[src/rtl/branch_recovery_queue_if.sv]
// Bundles the allocate, resolve and flush/retire signals of the
// branch recovery queue.
//   master : fetch/predictor and EX side (drives alloc_* and resolve_*)
//   slave  : the queue itself (drives alloc_ready/tag, flush, recover_pc,
//            flush_tag, retire_*, count)
interface branch_recovery_queue_if #(
  parameter int PC_WIDTH = 32,
  parameter int DEPTH    = 4
);
  localparam int TAG_W = $clog2(DEPTH);

  logic                alloc_valid;
  logic [PC_WIDTH-1:0] alloc_pc;
  logic                alloc_pred_taken;
  logic [PC_WIDTH-1:0] alloc_pred_target;
  logic                alloc_ready;
  logic [TAG_W-1:0]    alloc_tag;

  logic                resolve_valid;
  logic [TAG_W-1:0]    resolve_tag;
  logic                resolve_taken;
  logic [PC_WIDTH-1:0] resolve_target;

  logic                flush;
  logic [PC_WIDTH-1:0] recover_pc;
  logic [TAG_W-1:0]    flush_tag;
  logic                retire_valid;
  logic [TAG_W-1:0]    retire_tag;
  logic [TAG_W:0]      count;

  modport master (
    output alloc_valid, alloc_pc, alloc_pred_taken, alloc_pred_target,
    output resolve_valid, resolve_tag, resolve_taken, resolve_target,
    input  alloc_ready, alloc_tag, flush, recover_pc, flush_tag,
    input  retire_valid, retire_tag, count
  );

  modport slave (
    input  alloc_valid, alloc_pc, alloc_pred_taken, alloc_pred_target,
    input  resolve_valid, resolve_tag, resolve_taken, resolve_target,
    output alloc_ready, alloc_tag, flush, recover_pc, flush_tag,
    output retire_valid, retire_tag, count
  );
endinterface

[src/rtl/branch_recovery_queue.sv]
// Tracks up to DEPTH in-flight predicted branches in program order, checks
// each out-of-order resolution against its prediction, raises a one-cycle
// flush with the recovery PC on a mispredict (squashing younger entries),
// and retires resolved entries in order from the head.
// Ports:
//   clk   : rising-edge clock
//   reset : asynchronous, active-high
//   bus   : branch_recovery_queue_if.slave (allocate, resolve, flush, retire, count)
module branch_recovery_queue #(
  parameter int PC_WIDTH = 32,
  parameter int DEPTH    = 4
) (
  input logic                    clk,
  input logic                    reset,
  branch_recovery_queue_if.slave bus
);
  localparam int TAG_W = $clog2(DEPTH);

  logic [DEPTH-1:0]    ent_valid, ent_resolved, ent_pred_taken;
  logic [PC_WIDTH-1:0] ent_pc     [DEPTH];
  logic [PC_WIDTH-1:0] ent_target [DEPTH];

  logic [TAG_W-1:0]    head, tail;
  logic [TAG_W:0]      count_q;
  logic                flush_q;
  logic [PC_WIDTH-1:0] recover_q;
  logic [TAG_W-1:0]    flush_tag_q;
  logic                retire_valid_q;
  logic [TAG_W-1:0]    retire_tag_q;

  logic                alloc_ready;
  logic                do_alloc, res_hit, mispredict, do_retire;
  logic                sel_pred_taken;
  logic [PC_WIDTH-1:0] sel_pc, sel_target;
  logic [TAG_W-1:0]    res_age;
  logic [TAG_W-1:0]    age [DEPTH];
  logic [DEPTH-1:0]    valid_n, resolved_n;
  logic [TAG_W-1:0]    head_n, tail_n;
  logic [TAG_W:0]      count_n;

  assign alloc_ready = (count_q < (TAG_W+1)'(DEPTH)) && !flush_q;
  assign do_alloc    = bus.alloc_valid && alloc_ready;

  assign sel_pred_taken = ent_pred_taken[bus.resolve_tag];
  assign sel_pc         = ent_pc[bus.resolve_tag];
  assign sel_target     = ent_target[bus.resolve_tag];

  // Resolves for empty, squashed or already-resolved slots are stale; drop them.
  assign res_hit = bus.resolve_valid && ent_valid[bus.resolve_tag] &&
                   !ent_resolved[bus.resolve_tag];
  assign mispredict = res_hit &&
                      ((sel_pred_taken != bus.resolve_taken) ||
                       (sel_pred_taken && bus.resolve_taken &&
                        (sel_target != bus.resolve_target)));

  // Retirement looks at registered state only, so a head resolved this cycle
  // retires at the next edge at the earliest.
  assign do_retire = ent_valid[head] && ent_resolved[head];

  // Program-order age relative to the head; larger age means younger.
  assign res_age = bus.resolve_tag - head;
  for (genvar g = 0; g < DEPTH; g++) begin : g_age
    assign age[g] = TAG_W'(g) - head;
  end

  always_comb begin
    valid_n    = ent_valid;
    resolved_n = ent_resolved;
    if (do_alloc && !mispredict) begin
      valid_n[tail]    = 1'b1;
      resolved_n[tail] = 1'b0;
    end
    if (res_hit) resolved_n[bus.resolve_tag] = 1'b1;
    if (do_retire) begin
      valid_n[head]    = 1'b0;
      resolved_n[head] = 1'b0;
    end
    if (mispredict) begin
      for (int i = 0; i < DEPTH; i++) begin
        if (age[i] > res_age) begin
          valid_n[i]    = 1'b0;
          resolved_n[i] = 1'b0;
        end
      end
    end
  end

  // Retire is applied before the squash: the surviving span runs from the
  // new head up to and including the mispredicted entry.
  always_comb begin
    head_n = head + TAG_W'(do_retire);
    if (mispredict) begin
      tail_n  = bus.resolve_tag + TAG_W'(1);
      count_n = {1'b0, bus.resolve_tag - head_n} + (TAG_W+1)'(1);
    end else begin
      tail_n  = tail + TAG_W'(do_alloc);
      count_n = count_q + (TAG_W+1)'(do_alloc) - (TAG_W+1)'(do_retire);
    end
  end

  always_ff @(posedge clk or posedge reset) begin
    if (reset) begin
      ent_valid      <= '0;
      ent_resolved   <= '0;
      head           <= '0;
      tail           <= '0;
      count_q        <= '0;
      flush_q        <= 1'b0;
      recover_q      <= '0;
      flush_tag_q    <= '0;
      retire_valid_q <= 1'b0;
      retire_tag_q   <= '0;
    end else begin
      ent_valid      <= valid_n;
      ent_resolved   <= resolved_n;
      head           <= head_n;
      tail           <= tail_n;
      count_q        <= count_n;
      flush_q        <= mispredict;
      retire_valid_q <= do_retire;
      if (do_retire) retire_tag_q <= head;
      if (mispredict) begin
        recover_q   <= bus.resolve_taken ? bus.resolve_target
                                         : sel_pc + PC_WIDTH'(4);
        flush_tag_q <= bus.resolve_tag;
      end
    end
  end

  // Payload carries no reset; it is only read behind a set valid bit.
  always_ff @(posedge clk) begin
    if (do_alloc && !mispredict) begin
      ent_pc[tail]         <= bus.alloc_pc;
      ent_pred_taken[tail] <= bus.alloc_pred_taken;
      ent_target[tail]     <= bus.alloc_pred_target;
    end
  end

  assign bus.alloc_ready  = alloc_ready;
  assign bus.alloc_tag    = tail;
  assign bus.flush        = flush_q;
  assign bus.recover_pc   = recover_q;
  assign bus.flush_tag    = flush_tag_q;
  assign bus.retire_valid = retire_valid_q;
  assign bus.retire_tag   = retire_tag_q;
  assign bus.count        = count_q;
endmodule
[src/flat_wrapper.sv]
// flat-port wrapper written by rule: the top's interface ports become plain ports
module branch_recovery_queue_flat 
#(
  parameter int PC_WIDTH = 32,
  parameter int DEPTH    = 4
)
  (clk, reset, bus_alloc_valid, bus_alloc_pc, bus_alloc_pred_taken, bus_alloc_pred_target, bus_resolve_valid, bus_resolve_tag, bus_resolve_taken, bus_resolve_target, bus_alloc_ready, bus_alloc_tag, bus_flush, bus_recover_pc, bus_flush_tag, bus_retire_valid, bus_retire_tag, bus_count);
  branch_recovery_queue_if #(.PC_WIDTH(PC_WIDTH), .DEPTH(DEPTH)) bus_i ();
  input logic clk;
  input logic reset;
  input wire logic [$bits(bus_i.alloc_valid)-1:0] bus_alloc_valid;
  input wire logic [$bits(bus_i.alloc_pc)-1:0] bus_alloc_pc;
  input wire logic [$bits(bus_i.alloc_pred_taken)-1:0] bus_alloc_pred_taken;
  input wire logic [$bits(bus_i.alloc_pred_target)-1:0] bus_alloc_pred_target;
  input wire logic [$bits(bus_i.resolve_valid)-1:0] bus_resolve_valid;
  input wire logic [$bits(bus_i.resolve_tag)-1:0] bus_resolve_tag;
  input wire logic [$bits(bus_i.resolve_taken)-1:0] bus_resolve_taken;
  input wire logic [$bits(bus_i.resolve_target)-1:0] bus_resolve_target;
  output wire logic [$bits(bus_i.alloc_ready)-1:0] bus_alloc_ready;
  output wire logic [$bits(bus_i.alloc_tag)-1:0] bus_alloc_tag;
  output wire logic [$bits(bus_i.flush)-1:0] bus_flush;
  output wire logic [$bits(bus_i.recover_pc)-1:0] bus_recover_pc;
  output wire logic [$bits(bus_i.flush_tag)-1:0] bus_flush_tag;
  output wire logic [$bits(bus_i.retire_valid)-1:0] bus_retire_valid;
  output wire logic [$bits(bus_i.retire_tag)-1:0] bus_retire_tag;
  output wire logic [$bits(bus_i.count)-1:0] bus_count;
  assign bus_i.alloc_valid = bus_alloc_valid;
  assign bus_i.alloc_pc = bus_alloc_pc;
  assign bus_i.alloc_pred_taken = bus_alloc_pred_taken;
  assign bus_i.alloc_pred_target = bus_alloc_pred_target;
  assign bus_i.resolve_valid = bus_resolve_valid;
  assign bus_i.resolve_tag = bus_resolve_tag;
  assign bus_i.resolve_taken = bus_resolve_taken;
  assign bus_i.resolve_target = bus_resolve_target;
  assign bus_alloc_ready = bus_i.alloc_ready;
  assign bus_alloc_tag = bus_i.alloc_tag;
  assign bus_flush = bus_i.flush;
  assign bus_recover_pc = bus_i.recover_pc;
  assign bus_flush_tag = bus_i.flush_tag;
  assign bus_retire_valid = bus_i.retire_valid;
  assign bus_retire_tag = bus_i.retire_tag;
  assign bus_count = bus_i.count;
  branch_recovery_queue #(.PC_WIDTH(PC_WIDTH), .DEPTH(DEPTH)) u_core (.clk(clk), .reset(reset), .bus(bus_i));
endmodule
[config.mk]
export PLATFORM = sky130hd
export DESIGN_NAME = branch_recovery_queue_flat
export DESIGN_NICKNAME = d
export VERILOG_FILES = /design/src/rtl/branch_recovery_queue_if.sv /design/src/rtl/branch_recovery_queue.sv /design/src/flat_wrapper.sv
export SDC_FILE = /design/constraint.sdc
export NUM_CORES = 1
export LEC_CHECK = 0
export ABC_AREA = 1
export BUFFER_PORTS_ARGS = -buffer_cell sky130_fd_sc_hd__buf_2
export CAP_MARGIN = 20
export CORE_UTILIZATION = 40
export CTS_CLUSTER_DIAMETER = 30
export DETAILED_ROUTE_END_ITERATION = 12
export GPL_TIMING_DRIVEN = 0
export HOLD_SLACK_MARGIN = 0.1
export PLACE_DENSITY = 0.59
export SYNTH_ARGS = -nofsm -noshare
export SYNTH_HDL_FRONTEND = slang
export SYNTH_SLANG_ARGS = --single-unit
[constraint.sdc]
create_clock -name clk -period 3.75 [get_ports clk]
set_input_delay 0.1875 -clock clk [delete_from_list [all_inputs] [get_ports clk]]
set_output_delay 0.1875 -clock clk [all_outputs]
set_load 0.01 [all_outputs]
==> impl_metrics.csv <==
group,metric,value,unit
status,status,"completed",
cells_and_area,syn_to_final_growth,33.66,%
cells_and_area,final_util,0.5465,
setup_path,cpMaxStageDelayCell,"inv_6",
floorplanning,dieArea,36330,sq um
cells_and_area,n_antenna_cell,0,
detailed_routing,final_antenna_net_count,0,
detailed_routing,drc,0,
detailed_routing,first_pass_iters,7,
pwr,p_total,13200,uW
floorplanning,io_pins,148,
logic_synthesis,synth_edf_count,260,
timing,finalCritPeriodShare,0.9381,
hold_path,hp-class,"primary input to register",
setup_path,critPathBufInv,10,
setup_path,worstPathMaxFanout,34,
run,drv_cap,0,
cells_and_area,drive_gt1_frac,0.2013,
cells_and_area,nets,1817,
setup_path,cp_common_cell,"buf_4",
floorplanning,start_util,0.4089,
setup_path,arrival,3.73,ns
timing,grt_setup_unrepaired,"false",
setup_path,worst_path_largest_cell_delay,0.43,ns
timing,finalHoldViolCount,0,
setup_path,cp.required,3.97,ns
floorplanning,fp.dieH,190.6,microns
placed_design,portBuffers,147,
floorplanning,core.rowCount,68,
logic_synthesis,synth-warning-count,0,
clock_tree,clock-sinks,313,
detailed_routing,vias,11050,
logic_synthesis,yosysSeqAreaShare,0.6420,
timing,worst_pin_slew,0.9108,ns
logic_synthesis,synth_cells,1377,
timing,max_freq,0.2843,GHz
setup_path,r2r_slack,0.74,ns
logic_synthesis,ys_async_sr_fraction,0.1693,
setup_path,cp-end-kind,"register",
logic_synthesis,syn-num-nets,1502,
placed_design,dp_hpwl,27.47,mm
global_routing,grt_max_degree,38,
pwr,powerDensity,694.0,nW/um^2
cells_and_area,layout_commonest_cell,"nand2_1",
global_routing,grt_pass1_vias,10700,
clock_tree,clk_pin_slew,0.05,ns
clock_tree,postCtsSetupBuffers,0,
detailed_routing,wire_per_inst,18.27,microns
timing,relSlewSlack,0.3915,
detailed_routing,initialDrtViolationCount,880,
timing,fin_crit,3.518,ns
setup_path,cpLargestDelayFamily,"buffers and inverters",
detailed_routing,wirelength,40.19,mm
clock_tree,clkLatencyLatePin,0.56,ns
detailed_routing,drt-vias-per-instance,5.023,
global_routing,antenna_found_initial,0,
timing,setup_viol,0,
logic_synthesis,synth.distinct_cells,42,
pwr,p_leak,0.007937,uW
clock_tree,cts_tree,"yes",
logic_synthesis,netlist_area,14230,sq um
clock_tree,root_buffer,"clkbuf_16",
timing,skew,0.02461,ns
floorplanning,core_area,34800,sq um
global_routing,track_usage,0.2254,
global_routing,grt_overflow,0,
placed_design,gp_congestion,0.8973,
setup_path,start_kind,"primary input",
floorplanning,die_x,190.6,microns
global_routing,grt_pass1_wl,60.91,mm
clock_tree,numCtsBuffers,66,
setup_path,crit_chain,"buf_2 > buf_4 > buf_6 > buf_4 > buf_2 > clkbuf_1 > o21ai_0 > o22ai_1 > ha_1 > inv_1 > nand2_1 > nand2_1 > buf_4 > nand3_1 > inv_6 > buf_12",
pwr,vdd_drop_max,477.0,uV
timing,finalWorstSetupSlack,0.2322,ns
logic_synthesis,ys_seq_elements,313,
cells_and_area,final_cell_mix,"486 x nand2_1, 260 x edfxtp_1, 168 x buf_2, 162 x nand3_1, 96 x dlygate4sd3_1",
timing,setup_tns,0,ns
clock_tree,clock_path_buffers,3,
setup_path,critPathKind,"primary input to register",
placed_design,post-place-ws,-0.5807,ns
logic_synthesis,synth-main-ff-cell,"edfxtp_1",
timing,slew_viol_final,0,
logic_synthesis,syn_area_per_cell,10.33,sq um
clock_tree,cts-htree-levels,3,
-- synthesized netlist by cell type, types with 2 or more instances --
cell type    n  share of area
o211ai_1     3         0.0016
a31oi_1      7         0.0031
nand2_1    486           0.13
edfxtp_1   260           0.55
a21oi_1     24         0.0084
dfrtp_1     53          0.093
xor2_1      15         0.0092
o21ai_0     42          0.015
buf_6       11         0.0087
o21bai_1     2         0.0011
nor2_4       2         0.0016
clkbuf_1    10         0.0026
nand2_2      3         0.0013
nor2_1      80          0.021
o22ai_1      4         0.0018
a21boi_0     2         0.0011
buf_4       17         0.0090
inv_1       69          0.018
nand3b_1     9         0.0047
nand3_1    162          0.057
and2_1       2        0.00088
nor2_2       7         0.0031
fa_1         3         0.0042
buf_2       21         0.0074
ha_1        18          0.016
nand3_2      2         0.0014
nor3_1       2        0.00070
xnor2_1     12         0.0074
nor4_2       3         0.0026
o21ai_1     16         0.0056
inv_2       11         0.0029
nor3_2       9         0.0063
-- worst paths after layout --
check | start | endpoint | depth (start not counted)
max in group asynchronous | reset | u_core.ent_valid[0] | 4
worst max-delay path | bus_resolve_tag[0] | u_core.ent_pc[2][24] | 16
worst min register to register | u_core.bus.retire_tag[0] | u_core.bus.retire_tag[0] | 2
min in group asynchronous | reset | u_core.bus.recover_pc[0] | 3
worst min-delay path | bus_resolve_valid | u_core.ent_resolved[2] | 4
worst max register to register | u_core.ent_target[1][16] | u_core.ent_pc[2][24] | 17
-- cell families (layout without fill, tap and decap cells) --
logic type,count (synthesis),count (layout),synth area share
simple gates,769,769,0.2300
xor+xnor,27,27,0.01662
buf+inv,140,507,0.04907
fa+ha+maj,21,21,0.02005
compound gates,107,107,0.04230
flops,313,313,0.6420
-- flip-flops by register name, indices dropped and copies added (netlist names) --
register                 count
u_core.bus.alloc_tag         2
u_core.bus.count             3
u_core.bus.flush             1
u_core.bus.flush_tag         2
u_core.bus.recover_pc       32
u_core.bus.retire_tag        2
u_core.bus.retire_valid      1
u_core.ent_pc              128
u_core.ent_pred_taken        4
u_core.ent_resolved          4
u_core.ent_target          128
u_core.ent_valid             4
u_core.head                  2
-- metal layers --
layer / wire, microns / part of all wire / vias to the layer above / global-route usage
li1: - / - / 5307 / -
met1: 17720 / 0.44 / 5273 / 0.3040
met2: 18570 / 0.46 / 392 / 0.3545
met3: 2696 / 0.067 / 73 / 0.04748
met4: 1192 / 0.030 / 0 / 0.09015
met5: 0 / 0 / - / 0
-- worst register-to-register path, delay by kind of cell (launching register included) --
kind                   cells  cell delay [ns]
flip-flops                 1             0.35
AND/OR/NAND/NOR           14             1.40
buffers and inverters      3             0.89
-- layout make-up --
type | count | area, sq um
Fill cell | 2990 | 15780
Sequential cell | 313 | 9134
Multi-Input combinational cell | 924 | 4395
Clock buffer | 86 | 1948
Timing Repair Buffer | 248 | 1812
Tap cell | 455 | 569.3
Clock inverter | 34 | 444.2
Buffer | 59 | 394.1
Inverter | 80 | 320.3
-- repair_timing --
action	CTS	global route
endpoints found under the hold margin	343	0
gates resized for setup	2	2
pin swaps	0	0
setup endpoints to repair	52	137
hold buffers	96	0
-- power breakdown --
group	switching (uW)	internal [uW]
Combinational	1430	841
Sequential	337	4460
Clock	1800	4330
Total	3570	9630
-- stage by stage --
stage	cell area [sq um]	instances	hold slack, ns
floorplan	14230	1377	0.2864
global placement	15530	1979	0.4034
detailed placement	15660	1984	0.1854
CTS	19020	2200	0.1221
global route	19020	2199	0.1702
finish	19020	2199	0.1416
Power figures use the tool's default switching activity.
